File: src/rtl/incoming_port_handler_pkg.sv
// Shared types and defaults for the router input port: widths, direction encodings
// and the XY dimension-order routing function.
package incoming_port_handler_pkg;

    localparam int NETWORK_ADDRESS_WIDTH    = 4;
    localparam int CACHE_BANK_ADDRESS_WIDTH = 2;
    localparam int DATA_WIDTH               = 8;
    localparam int COORD_MAX_W              = 16;

    typedef enum logic [2:0] {
        DIR_NORTH = 3'd0,
        DIR_SOUTH = 3'd1,
        DIR_EAST  = 3'd2,
        DIR_WEST  = 3'd3,
        DIR_LOCAL = 3'd4
    } direction_t;

    // X is resolved first, then Y; coordinates arrive zero-extended so compares stay unsigned.
    function automatic direction_t routeXY(
        input logic [COORD_MAX_W-1:0] dX,
        input logic [COORD_MAX_W-1:0] dY,
        input logic [COORD_MAX_W-1:0] lX,
        input logic [COORD_MAX_W-1:0] lY
    );
        if (dX > lX)      return DIR_EAST;
        else if (dX < lX) return DIR_WEST;
        else if (dY > lY) return DIR_SOUTH;
        else if (dY < lY) return DIR_NORTH;
        else              return DIR_LOCAL;
    endfunction

endpackage

File: src/rtl/incoming_port_handler_fifo.sv
// Generic synchronous packet FIFO; the caller packs packet fields into one word and
// guarantees push is only asserted when there is room (or a pop on the same edge).
module packet_fifo #(
    parameter int WIDTH = 8,
    parameter int DEPTH = 4
) (
    input  logic                       clk,
    input  logic                       reset,
    input  logic                       push,
    input  logic                       pop,
    input  logic [WIDTH-1:0]           writeData,
    output logic [WIDTH-1:0]           readData,
    output logic                       full,
    output logic                       empty,
    output logic [$clog2(DEPTH+1)-1:0] count
);

    localparam int PTR_W = $clog2(DEPTH);
    localparam int CNT_W = $clog2(DEPTH+1);

    logic [WIDTH-1:0] mem [DEPTH];
    logic [PTR_W-1:0] wrPtr;
    logic [PTR_W-1:0] rdPtr;
    logic             doPop;

    assign doPop    = pop && (count != '0);
    assign full     = (count == CNT_W'(DEPTH));
    assign empty    = (count == '0);
    assign readData = mem[rdPtr];

    // Storage is cleared on reset so the head fields read back as zero afterwards.
    always_ff @(posedge clk) begin
        if (reset) begin
            wrPtr <= '0;
            rdPtr <= '0;
            count <= '0;
            for (int i = 0; i < DEPTH; i++) begin
                mem[i] <= '0;
            end
        end else begin
            if (push) begin
                mem[wrPtr] <= writeData;
                wrPtr      <= wrPtr + PTR_W'(1);
            end
            if (doPop) begin
                rdPtr <= rdPtr + PTR_W'(1);
            end
            if (push && !doPop) begin
                count <= count + CNT_W'(1);
            end else if (doPop && !push) begin
                count <= count - CNT_W'(1);
            end
        end
    end

endmodule

File: src/rtl/incoming_port_handler.sv
// Receiving end of one router link: buffers arriving packets, routes the head packet
// XY-first and raises one select toward the matching output arbiter or the local cache.
module incoming_port_handler
    import incoming_port_handler_pkg::*;
#(
    parameter int NET_AW  = NETWORK_ADDRESS_WIDTH,
    parameter int BANK_AW = CACHE_BANK_ADDRESS_WIDTH,
    parameter int DATA_W  = DATA_WIDTH,
    parameter int DEPTH   = 4,
    parameter int IN_DIR  = 0
) (
    input  logic                       clk,
    input  logic                       reset,
    input  logic [NET_AW-1:0]          localAddress,
    input  logic [NET_AW+BANK_AW-1:0]  destinationAddressIn,
    input  logic [NET_AW-1:0]          requesterAddressIn,
    input  logic                       readIn,
    input  logic                       writeIn,
    input  logic [DATA_W-1:0]          dataIn,
    output logic                       bufferFull,
    input  logic                       grant_NORTH,
    input  logic                       grant_SOUTH,
    input  logic                       grant_EAST,
    input  logic                       grant_WEST,
    input  logic                       grant_LOCAL,
    output logic                       selectBit_NORTH,
    output logic                       selectBit_SOUTH,
    output logic                       selectBit_EAST,
    output logic                       selectBit_WEST,
    output logic                       selectBit_LOCAL,
    output logic [NET_AW+BANK_AW-1:0]  destinationAddressOut,
    output logic [NET_AW-1:0]          requesterAddressOut,
    output logic                       readOut,
    output logic                       writeOut,
    output logic [DATA_W-1:0]          dataOut,
    output logic [$clog2(DEPTH+1)-1:0] occupancy,
    output logic                       overflowError,
    output logic                       malformedError,
    output logic                       uTurnError
);

    localparam int HALF  = NET_AW / 2;
    localparam int PKT_W = NET_AW + BANK_AW + NET_AW + 2 + DATA_W;

    logic [PKT_W-1:0]          pktIn;
    logic [PKT_W-1:0]          pktHead;
    logic [NET_AW+BANK_AW-1:0] headDest;
    logic [NET_AW-1:0]         headReq;
    logic                      headRead;
    logic                      headWrite;
    logic [DATA_W-1:0]         headData;
    logic [NET_AW-1:0]         headNode;
    logic                      fifoFull;
    logic                      fifoEmpty;
    logic                      packetValid;
    logic                      malformed;
    logic                      push;
    logic                      pop;
    direction_t                routeDir;
    logic [4:0]                selVec;
    logic [4:0]                grantVec;

    assign pktIn = {destinationAddressIn, requesterAddressIn, readIn, writeIn, dataIn};
    assign {headDest, headReq, headRead, headWrite, headData} = pktHead;
    assign headNode = headDest[NET_AW+BANK_AW-1 -: NET_AW];

    assign packetValid = readIn | writeIn;
    assign malformed   = readIn & writeIn;
    assign grantVec    = {grant_LOCAL, grant_WEST, grant_EAST, grant_SOUTH, grant_NORTH};
    assign pop         = |(selVec & grantVec);
    assign push        = packetValid && !malformed && (!fifoFull || pop);

    packet_fifo #(
        .WIDTH (PKT_W),
        .DEPTH (DEPTH)
    ) fifo (
        .clk       (clk),
        .reset     (reset),
        .push      (push),
        .pop       (pop),
        .writeData (pktIn),
        .readData  (pktHead),
        .full      (fifoFull),
        .empty     (fifoEmpty),
        .count     (occupancy)
    );

    assign routeDir = routeXY(COORD_MAX_W'(headNode[NET_AW-1 -: HALF]),
                              COORD_MAX_W'(headNode[HALF-1:0]),
                              COORD_MAX_W'(localAddress[NET_AW-1 -: HALF]),
                              COORD_MAX_W'(localAddress[HALF-1:0]));

    // Exactly one request for a non-empty buffer, none otherwise.
    always_comb begin
        selVec = '0;
        if (!fifoEmpty) begin
            selVec[routeDir] = 1'b1;
        end
    end

    assign {selectBit_LOCAL, selectBit_WEST, selectBit_EAST,
            selectBit_SOUTH, selectBit_NORTH} = selVec;

    assign bufferFull            = fifoFull;
    assign destinationAddressOut = headDest;
    assign requesterAddressOut   = headReq;
    assign dataOut               = headData;
    assign readOut               = headRead & !fifoEmpty;
    assign writeOut              = headWrite & !fifoEmpty;

    // Sticky error flags; a u-turn is only reported, the packet still goes out.
    always_ff @(posedge clk) begin
        if (reset) begin
            overflowError  <= 1'b0;
            malformedError <= 1'b0;
            uTurnError     <= 1'b0;
        end else begin
            if (packetValid && !malformed && fifoFull && !pop) begin
                overflowError <= 1'b1;
            end
            if (malformed) begin
                malformedError <= 1'b1;
            end
            if (!fifoEmpty && (IN_DIR != 4) && (routeDir == IN_DIR[2:0])) begin
                uTurnError <= 1'b1;
            end
        end
    end

endmodule
File: config.mk
export PLATFORM = sky130hd
export DESIGN_NAME = incoming_port_handler
export DESIGN_NICKNAME = d
export VERILOG_FILES = /design/src/rtl/incoming_port_handler_pkg.sv /design/src/rtl/incoming_port_handler_fifo.sv /design/src/rtl/incoming_port_handler.sv
export SDC_FILE = /design/constraint.sdc
export NUM_CORES = 1
export LEC_CHECK = 0
export ABC_AREA = 0
export CORE_MARGIN = 4
export CORE_UTILIZATION = 40
export CTS_CLUSTER_DIAMETER = 120
export DETAILED_ROUTE_END_ITERATION = 8
export PLACE_DENSITY = 0.71
export SETUP_SLACK_MARGIN = 0.3
export SYNTH_ARGS = -nofsm -noshare
export SYNTH_HDL_FRONTEND = slang
export SYNTH_HIERARCHICAL = 1
export SYNTH_SLANG_ARGS = --single-unit
File: constraint.sdc
create_clock -name clk -period 3.9 [get_ports clk]
set_input_delay 0.585 -clock clk [delete_from_list [all_inputs] [get_ports clk]]
set_output_delay 0.585 -clock clk [all_outputs]
set_load 0.05 [all_outputs]
==> impl_metrics.yaml <==
final_layout:
  fin_nets: 417
  seqCellArea_mm2: 0.00265
  stdcell_count: 516
  layout_common_cells: "edfxtp_1 (80), clkdlybuf4s50_1 (58), nor2_1 (52)"
  final_common_cell: "edfxtp_1"
  finalCoreUtilization_pct: 53.7
  multi_input_area_mm2: 0.00138
  syn_to_final_growth_pct: 28.3
  nFillCells: 845
  antenna_cells: 0
  drive_above_1_share_pct: 20.1
  finish.instance_area_mm2: 0.00534
floorplan:
  num_rows: 36
  dieHeight_um: 110
  io_pins: 63
  start_util_pct: 41.8
  die_area_mm2: 0.0121
  core_mm2: 0.00995
  fp.dieW_um: 110
timing:
  min_period_ps: 3410
  hold_viol_final: 0
  max_clock_freq_mhz: 293
  finalCritPeriodShare_pct: 87.4
  relSlewSlack_pct: 30.7
  maxSlewViolCount: 0
  setup_violations: 0
  tightest_slew_ps: 1040
  finClkSkew_ps: 6.01
  fin_tns_setup_ps: 0
  rsz0062_at_grt: "false"
hold_path:
  hold_path_depth: 2
  min_path_type: "flip-flop to flip-flop"
  min_to: "overflowError$_SDFFE_PP0P_"
  min_from: "overflowError$_SDFFE_PP0P_"
flow_run:
  max-cap-violations: 0
detailed_routing:
  totalWireLength_um: 8880
  first_pass_iters: 4
  num_vias: 2569
  drtIter0Drc: 123
  drcViolationCount: 0
  ant_nets: 0
  routed_via_density: 4.98
  routedWlPerCell_um: 17.2
cts:
  clk_latency_ps: 350
  clkTransAtPathRegs_ps: 80
  numCtsBuffers: 9
  cts_tree: "done"
  cts_root_buffer: "clkbuf_8"
  htree_levels: 3
  cts_sinks: 92
  cts_buffer_depth: 2
setup_path:
  worstPathArrival_ps: 3680
  reg2reg_depth: 15
  crit_path_end_kind: "flip-flop"
  timing.rr.end: "fifo/count[2]$_SDFFE_PP0P_"
  path_class: "flip-flop to flip-flop"
  cp-start-kind: "flip-flop"
  r2r_slack_ps: 490
  crit_required_ps: 4180
  crit_fanout: 7
synthesis:
  syn_inst: 302
  postSynth.asyncResetShare_pct: 0
  syn_nets: 340
  synth_flop_cell: "edfxtp_1"
  synth_area_mm2: 0.00416
  synth-edff-count: 80
  synth_warnings: 6
  syn_avg_cell_area_um2: 13.8
  seq_area_frac_synth_pct: 63.5
  synth_seq_cells: 92
  synth_cell_type_count: 40
global_routing:
  grt_usage_pct: 15.7
  grt_max_degree: 21
  grt_pass1_vias: 2750
  grt_pass1_wl_um: 14100
  antenna_found_initial: 0
  gr-total-overflow: 0
place:
  gp_congestion: 0.737
  io_buffers: 62
  placedInstanceArea_mm2: 0.00502
  dpl.cell_count: 496
  place_hpwl_um: 5920
status:
  outcome: "completed"
power_and_ir_drop:
  ir_drop_v: 0.000311
  p_per_area_mw_per_mm2: 695
  power_mw: 3.71
  p_leak_nw: 2.06
-- stage by stage --
step,hold slack [ps],worst slack (ps)
2_1_floorplan,485,247
3_5_place_dp,453,237
3_3_place_gp,456,345
5_1_grt,499,288
6_report,473,492
4_1_cts,475,316
-- state kept, by name, summed over array words and instances (netlist names), named ones only --
| name | cells |
|---|---|
| fifo/rdPtr | 2 |
| fifo/count | 3 |
| uTurnError | 1 |
| fifo/wrPtr | 2 |
| fifo/mem | 80 |
| malformedError | 1 |
| overflowError | 1 |
-- repair_timing --
item	CTS	global route
buffers inserted	0	5
setup endpoints to repair	1	14
gates resized for setup	1	7
hold buffers	0	0
pin swaps	0	5
-- Yosys cell counts, types with 3 or more instances --
cell	number	area, um2
clkbuf_1	3	11.3
xor2_1	5	43.8
nor2b_1	3	18.8
nor2_1	52	195
nand2_1	25	93.8
buf_6	3	33.8
buf_2	4	20.0
and2_1	20	125
inv_1	29	109
dfxtp_1	12	240
edfxtp_1	80	2400
mux4_2	20	450
ha_1	6	75.1
buf_4	4	30.0
-- worst max path at each step --
stage | slack [ps] | startpoint | depth (start not counted) | endpoint
6_report | 490 | flip-flop | 15 | fifo/count[2]$_SDFFE_PP0P_
5_1_grt | 290 | flip-flop | 15 | fifo/count[2]$_SDFFE_PP0P_
4_1_cts | 320 | flip-flop | 15 | fifo/count[2]$_SDFFE_PP0P_
3_5_place_dp | 240 | flip-flop | 15 | fifo/count[2]$_SDFFE_PP0P_
3_3_place_gp | 350 | flip-flop | 12 | fifo/count[2]$_SDFFE_PP0P_
2_1_floorplan | 250 | flip-flop | 13 | fifo/count[2]$_SDFFE_PP0P_
-- where the power goes --
part / internal (mW) / total [mW] / switching [mW]
logic: 0.638 / 1.58 / 0.944
registers: 1.24 / 1.33 / 0.0978
clock network: 0.486 / 0.799 / 0.313
-- worst max-delay path, stage by stage (launching register included) --
cell	delay [ps]
dfxtp_4	420
buf_8	140
mux4_2	510
inv_1	90
ha_2	260
nand2_1	110
a211o_1	200
a31oi_4	60
or2_1	260
o31ai_2	90
ha_2	250
inv_2	40
fa_2	320
xor2_1	150
or3_1	300
a21oi_1	120
-- metal layers --
metal | part of all wire [%] | global-route usage [%] | wire length, um
met3 | 5.4 | 3.73 | 477
met1 | 42 | 20.0 | 3740
met2 | 52 | 27.3 | 4620
met4 | 0.50 | 3.47 | 44
met5 | 0 | 0 | 0
-- cells by family after synthesis --
logic type | count (synthesis) | synth area share [%]
AO/OA/AOI/OAI | 18 | 3.52
XOR/XNOR | 6 | 1.26
adder cells (fa/ha/maj) | 7 | 2.28
buffers and inverters | 43 | 4.90
flip-flops | 92 | 63.5
multiplexers | 21 | 11.1
AND/OR/NAND/NOR | 115 | 13.5
-- cell type report --
class	instances	share of cell area, %
Clock buffer	10	2.39
Clock inverter	5	2.34
Inverter	29	2.04
Multi-Input combinational cell	167	25.7
Sequential cell	92	49.6
Tap cell	133	3.12
Timing Repair Buffer	80	14.8
(Power assumes the default switching activity.)
